### config.mk
export PLATFORM = sky130hd
export DESIGN_NAME = m_chk_redirect
export DESIGN_NICKNAME = d
export VERILOG_FILES = /design/src/rtl/m_chk_redirect.sv
export SDC_FILE = /design/constraint.sdc
export NUM_CORES = 1
export LEC_CHECK = 0
export CAP_MARGIN = 25
export CORE_ASPECT_RATIO = 2
export CORE_MARGIN = 2
export CORE_UTILIZATION = 42
export DETAILED_ROUTE_END_ITERATION = 8
export PLACE_DENSITY = 0.82
export SETUP_SLACK_MARGIN = 0.4
export SYNTH_ARGS = -nofsm -noshare
export SYNTH_HDL_FRONTEND = slang
export SYNTH_SLANG_ARGS = --single-unit
### constraint.sdc
create_clock -name clk -period 3.5 [get_ports clk]
set_clock_uncertainty 0.2 [all_clocks]
set_input_delay 0.525 -clock clk [delete_from_list [all_inputs] [get_ports clk]]
set_output_delay 0.525 -clock clk [all_outputs]
set_load 0.01 [all_outputs]
### src/rtl/m_chk_redirect.sv
`default_nettype none
// ============================================================================
// Module   : m_chk_redirect
// Purpose  : MEM-stage load-conditional redirect unit. Extracts a word, half
//            or byte lane from the data-memory read word and sign-extends it.
//            It evaluates one of eight compare modes and registers the result
//            one cycle after accept. A taken check raises a held redirect
//            request to fetch (valid/ready); the stage is back-pressured
//            until fetch takes it. A saturating counter records taken checks.
// Ports    : clk, reset (async, active-high)
//            in_valid / in_ready      - instruction handshake
//            chk_op, chk_size, addr_lo, dm_out, m_cmp, m_rt, m_pc8 - operands
//            flush                    - cancels pending redirect and result
//            out_valid, out_taken, out_npc - one-cycle registered result
//            redir_valid / redir_ready, redir_target - redirect request
//            taken_cnt                - saturating taken-check count
// Revision : 1.0  initial parametrised release
// ============================================================================
module m_chk_redirect #(
    parameter int WIDTH  = 32,
    parameter int LANE_W = $clog2(WIDTH / 8),
    parameter int CNT_W  = 16
) (
    input  logic              clk,
    input  logic              reset,
    input  logic              in_valid,
    output logic              in_ready,
    input  logic [2:0]        chk_op,
    input  logic [1:0]        chk_size,
    input  logic [LANE_W-1:0] addr_lo,
    input  logic [WIDTH-1:0]  dm_out,
    input  logic [WIDTH-1:0]  m_cmp,
    input  logic [WIDTH-1:0]  m_rt,
    input  logic [WIDTH-1:0]  m_pc8,
    input  logic              flush,
    output logic              out_valid,
    output logic              out_taken,
    output logic [WIDTH-1:0]  out_npc,
    output logic              redir_valid,
    input  logic              redir_ready,
    output logic [WIDTH-1:0]  redir_target,
    output logic [CNT_W-1:0]  taken_cnt
);

    // ------------------------------------------------------------------------
    // Encodings
    // ------------------------------------------------------------------------
    localparam logic [2:0] c_OP_NONE = 3'd0;
    localparam logic [2:0] c_OP_GEZ  = 3'd1;
    localparam logic [2:0] c_OP_LTZ  = 3'd2;
    localparam logic [2:0] c_OP_EQZ  = 3'd3;
    localparam logic [2:0] c_OP_NEZ  = 3'd4;
    localparam logic [2:0] c_OP_GTZ  = 3'd5;
    localparam logic [2:0] c_OP_LEZ  = 3'd6;
    localparam logic [2:0] c_OP_EQ   = 3'd7;

    localparam logic [1:0] c_SIZE_HALF = 2'd1;
    localparam logic [1:0] c_SIZE_BYTE = 2'd2;

    localparam logic [CNT_W-1:0] c_CNT_MAX = {CNT_W{1'b1}};
    localparam logic [CNT_W-1:0] c_CNT_ONE = {{(CNT_W-1){1'b0}}, 1'b1};

    // ------------------------------------------------------------------------
    // Registered state
    // ------------------------------------------------------------------------
    logic             r_out_valid;
    logic             r_out_taken;
    logic [WIDTH-1:0] r_out_npc;
    logic             r_redir_valid;
    logic [WIDTH-1:0] r_redir_target;
    logic [CNT_W-1:0] r_taken_cnt;

    // ------------------------------------------------------------------------
    // Lane extraction (little-endian) with sign extension
    // ------------------------------------------------------------------------
    logic [7:0]       w_byte;
    logic [15:0]      w_half;
    logic [WIDTH-1:0] w_byte_sx;
    logic [WIDTH-1:0] w_half_sx;
    logic [WIDTH-1:0] w_word_sx;
    logic [WIDTH-1:0] w_v;

    assign w_byte    = dm_out[{addr_lo, 3'b000} +: 8];
    assign w_half    = dm_out[{addr_lo[LANE_W-1:1], 4'b0000} +: 16];
    assign w_byte_sx = {{(WIDTH-8){w_byte[7]}}, w_byte};
    assign w_half_sx = {{(WIDTH-16){w_half[15]}}, w_half};

    // A "word" is 32 bits: on a 64-bit datapath it is one of two halves of
    // the read word and must itself be sign-extended; on 32 bits it is the
    // whole word and addr_lo plays no part.
    generate
        if (WIDTH == 64) begin : g_word64
            logic [31:0] w_word;
            assign w_word    = dm_out[{addr_lo[LANE_W-1], 5'b00000} +: 32];
            assign w_word_sx = {{(WIDTH-32){w_word[31]}}, w_word};
        end else begin : g_word32
            assign w_word_sx = dm_out;
        end
    endgenerate

    always_comb begin
        w_v = w_word_sx;                     // size 0 and 3 both mean word
        case (chk_size)
            c_SIZE_HALF: w_v = w_half_sx;
            c_SIZE_BYTE: w_v = w_byte_sx;
            default:     w_v = w_word_sx;
        endcase
    end

    // ------------------------------------------------------------------------
    // Compare modes
    // ------------------------------------------------------------------------
    logic w_neg;
    logic w_zero;
    logic w_taken;

    assign w_neg  = w_v[WIDTH-1];
    assign w_zero = (w_v == '0);

    always_comb begin
        w_taken = 1'b0;
        case (chk_op)
            c_OP_NONE: w_taken = 1'b0;
            c_OP_GEZ:  w_taken = !w_neg;
            c_OP_LTZ:  w_taken = w_neg;
            c_OP_EQZ:  w_taken = w_zero;
            c_OP_NEZ:  w_taken = !w_zero;
            c_OP_GTZ:  w_taken = !w_neg && !w_zero;
            c_OP_LEZ:  w_taken = w_neg || w_zero;
            c_OP_EQ:   w_taken = (w_v == m_cmp);
            default:   w_taken = 1'b0;
        endcase
    end

    // ------------------------------------------------------------------------
    // Handshake. A pending redirect blocks new ops unless fetch takes it this
    // cycle, so a held in_valid is accepted exactly once.
    // ------------------------------------------------------------------------
    logic w_in_ready;
    logic w_accept;

    assign w_in_ready = !r_redir_valid || redir_ready;
    assign w_accept   = in_valid && w_in_ready && !flush;

    // ------------------------------------------------------------------------
    // Result, redirect and counter registers
    // ------------------------------------------------------------------------
    always_ff @(posedge clk or posedge reset) begin
        if (reset) begin
            r_out_valid    <= 1'b0;
            r_out_taken    <= 1'b0;
            r_out_npc      <= '0;
            r_redir_valid  <= 1'b0;
            r_redir_target <= '0;
            r_taken_cnt    <= '0;
        end else if (flush) begin
            // Flush kills the result pulse and any pending redirect; the
            // counter only ever reflects ops that were really accepted.
            r_out_valid   <= 1'b0;
            r_redir_valid <= 1'b0;
        end else begin
            r_out_valid <= w_accept;

            if (w_accept) begin
                r_out_taken <= w_taken;
                r_out_npc   <= w_taken ? m_rt : m_pc8;
            end

            // A new taken op wins over the retiring request, so a redirect
            // handed off this cycle is immediately replaced by the next one.
            if (w_accept && w_taken) begin
                r_redir_valid  <= 1'b1;
                r_redir_target <= m_rt;
            end else if (redir_ready) begin
                r_redir_valid  <= 1'b0;
            end

            if (w_accept && w_taken && (r_taken_cnt != c_CNT_MAX)) begin
                r_taken_cnt <= r_taken_cnt + c_CNT_ONE;
            end
        end
    end

    // ------------------------------------------------------------------------
    // Outputs
    // ------------------------------------------------------------------------
    assign in_ready     = w_in_ready;
    assign out_valid    = r_out_valid;
    assign out_taken    = r_out_taken;
    assign out_npc      = r_out_npc;
    assign redir_valid  = r_redir_valid;
    assign redir_target = r_redir_target;
    assign taken_cnt    = r_taken_cnt;

endmodule
`default_nettype wire

# Word-level counts from Yosys, hierarchy flattened

Index checks and enable logic that the tools add are counted.

Add/sub/neg operators: 1
Equality and inequality tests: 11
Shift operators: 2
Mux-type cells: 7
Bitwise logic cells: 1
Reductions and logical operators: 17

Operators with widths:

| cell                  | count |
|---|---|
| $pmux 32 s2           | 1 |
| $eq 32x32->1          | 1 |
| $logic_not 32->1      | 1 |
| $mux 32               | 1 |
| $shiftx 32x6->16      | 1 |
| $shiftx 32x6->8       | 1 |
| $add 16x1->16 const B | 1 |
| $ne 16x16->1 const B  | 1 |
| $eq 3x3->1 const B    | 4 |
| $pmux 1 s8            | 1 |
| $eq 3x2->1 const B    | 2 |
| $reduce_and 2->1      | 3 |
| $logic_and 1x1->1     | 5 |
| $logic_not 1->1       | 4 |
| $mux 1                | 4 |
| $eq 3x1->1 const B    | 1 |
| $logic_not 3->1       | 1 |
| $reduce_bool 3->1     | 1 |
| $eq 2x1->1 const B    | 1 |
| $eq 2x2->1 const B    | 1 |
| $logic_or 1x1->1      | 2 |
| $not 1->1             | 1 |

Bits in registers: 83
Input bits: 140
Output and inout bits: 84

# Logic depth before layout (Yosys ltp)

Word-level depth: 9
Mapped depth: 14

# Worst setup path after synthesis

No wires, ideal clock.

Path kind: input to register
Start point: in chk_size[1]
End point: reg r_redir_target[10] (netlist: redir_target[10])
Setup time: 125 ps
Arrival time: 3418 ps
Data required time: 3175 ps
Path slack: -243 ps
Stages: 12
Path through: inv_1 > ha_1 > buf_2 > a221o_1 > a221o_1 > nor2_1 > nand4_1 > nor4_2 > mux2_2 > o21ai_2 > buf_1 > mux2_2

Longest elaborated chain between the ends: 8
Elaborated cells on any way between the ends: 12
Classes of those cells: eq/ne (3); mux (2); reduce/logical (7)

Ends and longest elaborated chain:

| element                                  | RTL line | source |
|---|---|---|
| from (decl)                              | 29       | `input logic [1:0] chk_size,` |
| $eq 2x2->1 or $eq 2x1->1 (tied branches) | 103      | `case (chk_size)` |
| $pmux 32 s2 (*)                          | 103      |  |
| $logic_not 32->1                         | 118      | `assign w_zero = (w_v == '0);` |
| $logic_not 1->1                          | 127, 128 |  |
| $logic_and 1x1->1                        | 128      | `c_OP_GTZ: w_taken = !w_neg && !w_zero;` |
| $pmux 1 s8 (*)                           | 122      | `case (chk_op)` |
| $logic_and 1x1->1 (*)                    | 171      | `if (w_accept && w_taken) begin` |
| $reduce_and 2->1 (no source line) (*)    | -        |  |
| to (signal assigned)                     | 173      | `r_redir_target <= m_rt;` |
| to (decl)                                | 70       | `logic [WIDTH-1:0] r_redir_target;` |

Mark *: on every way between the ends. The rest lies on a longest branch, timed or not.
A chain may end at the register's enable or synchronous reset.

# Worst setup path after layout

Start point: in chk_size[0]
End point: reg r_out_npc[3] (netlist: out_npc[3])

Longest elaborated chain between the ends: 7
Elaborated cells on any way between the ends: 11
Classes of those cells: eq/ne (3); mux (3); reduce/logical (5)

Ends and longest elaborated chain:

| element                                  | RTL line | source |
|---|---|---|
| $eq 2x2->1 or $eq 2x1->1 (tied branches) | 103      |  |
| $pmux 32 s2 (*)                          | 103      |  |
| $logic_not 32->1                         | 118      |  |
| $logic_not 1->1                          | 127, 128 |  |
| $logic_and 1x1->1                        | 128      |  |
| $pmux 1 s8 (*)                           | 122      |  |
| $mux 32 (*)                              | 166      | `r_out_npc <= w_taken ? m_rt : m_pc8;` |
| to (signal assigned)                     | 166      |  |
| to (decl)                                | 68       | `logic [WIDTH-1:0] r_out_npc;` |

Marked as above.

==> summary.txt <==
Outcome = complete, but fails checks
Violated checks = negative setup slack
H-tree depth = 3
DRC = 0
Worst slew pin tran = 0.901 ns
CP startpoint kind = primary input
Root buffer cell = clkbuf_16
Syn Area/Cell = 10.2 um^2
Hold Violations, Final = 0
Cell type with the largest total area after synthesis = dfrtp_1
Area grow syn2layout = 89.3%
Syn Nets = 610
Leak pwr = 4.00 nW
Storage cell area = 2080 um^2
Slowest CP cell = a221o_1
Worst slack, placed = -0.890 ns
Core area = 11,100 um^2
Final Max Slew Viols = 0
Synth Instances = 466
Design area = 8990 um^2
Cell variety after synth = 53
TNS Setup = -1.30 ns
Slew headroom = 39.7%
Vias = 5,676
Top cells by count, synth = dfrtp_1, a221o_1, and3_1
Worst Hold Depth = 1
First-pass GRT wire length = 30,700 um
Max FO, Critical Path = 5
Worst Path Required = 3.52 ns
Total of max-cap violations = 0
Top-count cell post-synth = dfrtp_1
Die width = 79.2 um
# IOs = 224
Initial Utilization = 42.6%
Grt ovf = 0
Register area share after synthesis = 43.7%
Share of layout cells above drive strength 1 = 28.2%
Arrival time at the worst endpoint = 3.61 ns
Yosys reg bits = 83
Vias in the first global route = 5,650
Synth top area cells = dfrtp_1, mux2_2, a221o_1, and3_1, inv_1
CTS buffer count = 9
Largest stage delay on the critical path = 0.41 ns
Post-synth EDFFs = 0
Synth async-reset ratio = 100%
CP endpoint kind = flip-flop
Longest Clk Path Bufs = 2
Gpl congestion = 0.965
FP Rows = 55
Worst vdd ir = 0.000399 V
Antenna-violating nets left = 0
Ant. Diodes = 0
Finished Layout Cells = 933
Total power after layout = 3.97 mW
Worst-Skew Late Latency = 0.34 ns
CTS tree = yes
Final core area utilization = 80.6%
Clk slew on worst S/H paths = 0.06 ns
Cell Area, Placed = 7880 um^2
Slack of the critical path = -0.0907 ns
Fin crit period = 3.59 ns
HP Class = flip-flop to flip-flop
Sink Count = 83
Die height = 154 um
R2R cell count = 8
Synth top area share = 43.7%
Half-perimeter wire length after placement = 14,500 um
Final WL = 22,400 um
Post-layout net count = 930
Setup CP Type = primary input to flip-flop
Drt via density = 6.08
Final Cycle Share = 103%
Die ar. = 12,200 um^2
P per Cell Area = 441 nW/um^2
Post-Syn Area = 4750 um^2
GRT Util Overall = 32.7%
CP cell instances = buf_8 > buf_6 > ha_4 > a221o_1 > buf_6 > a221o_1 > xnor2_1 > o21ai_0 > nor4b_2 > and4_4 > nor2_4 > buf_6 > buf_12 > buf_16 > and3_4 > a221o_1
Main synth FF type = dfrtp_1
Initial drt markers = 471
WL/cell = 24.0 um
Area taken by multi-input logic gates = 2950 um^2
RSZ-0062 raised after global routing = true
F_max = 278 MHz
First-pass iteration count of the detailed router = 5
IO Port Bufs = 223
Largest net degree at the start of global routing = 50
Initial antenna violation count = 0
Synth warn = 0
Hold WS = 0.310 ns
Placed Cells = 893
# setup viols final = 37
Fill count = 661
-- critical path, delay by kind of cell --
kind / cells / cell delay (ns)
AOI/OAI and AO/OA: 4 / 1.16
and+or+nand+nor: 4 / 0.84
buffers and inverters: 6 / 0.75
xor gates and xnor gates: 1 / 0.17
adders and majority gates: 1 / 0.15
-- routing by layer --
metal	wire (um)	GRT usage, %
met2	11000	54.9
met4	1010	10.6
met1	8170	40.4
met3	2250	8.93
met5	0	0
-- layout make-up --
class / count / share of cell area [%]
clock inverter: 6 / 1.00
inverter: 32 / 1.43
tap: 142 / 1.98
sequential: 83 / 23.1
clock buffer: 10 / 2.55
timing repair buffer: 332 / 37.1
multi-input combinational: 328 / 32.8
-- registers in the layout (all words and copies together), names as in the netlist --
signal	cells
out_npc	32
redir_target	32
taken_cnt	16
out_taken	1
out_valid	1
redir_valid	1
-- cells in the final DEF (no fill, tap or decap), types with 13 or more instances in the layout --
cell,instances
nand2_1,18
inv_1,27
xor2_1,13
dlygate4sd2_1,13
clkdlybuf4s50_1,206
nand3_1,14
dfrtp_1,83
and3_4,18
buf_4,82
mux2_4,37
a221o_1,40
and3_1,20
clkbuf_16,14
nor2_1,22
-- report_power, final --
part	internal (mW)	leakage [nW]	switching, mW
combinational	0.962	2.82	0.627
sequential	1.17	1.03	0.177
clock	0.627	0.153	0.398
total	2.76	4.00	1.20
-- path summary, 6_finish.rpt --
path	slack, ns	endpoint	from
setup / recovery	-0.09	out_npc[3]	chk_size[0]
hold / removal	0.31	out_npc[13]	out_npc[13]
setup reg to reg	0.32	taken_cnt[1]	taken_cnt[6]
hold reg to reg	0.31	out_npc[13]	out_npc[13]
max in group asynchronous	2.07	taken_cnt[4]	reset
min in group asynchronous	0.37	redir_target[17]	reset
-- cell families after synthesis --
logic type,Yosys count,synth area share [%]
compound gates,105,18.2
xor+xnor,22,4.06
fa+ha+maj,4,1.05
buf+inv,55,4.51
flops,83,43.7
mux,49,11.4
simple gates,148,17.1
-- timing repair --
item                       CTS  global route
resized for setup           96            45
cloned                       7             3
setup endpoints to repair   82            82
hold buffers                 0             0
pin swaps                   20            23
buffers inserted             9             4
No activity file was read; power rests on OpenSTA's default activity.
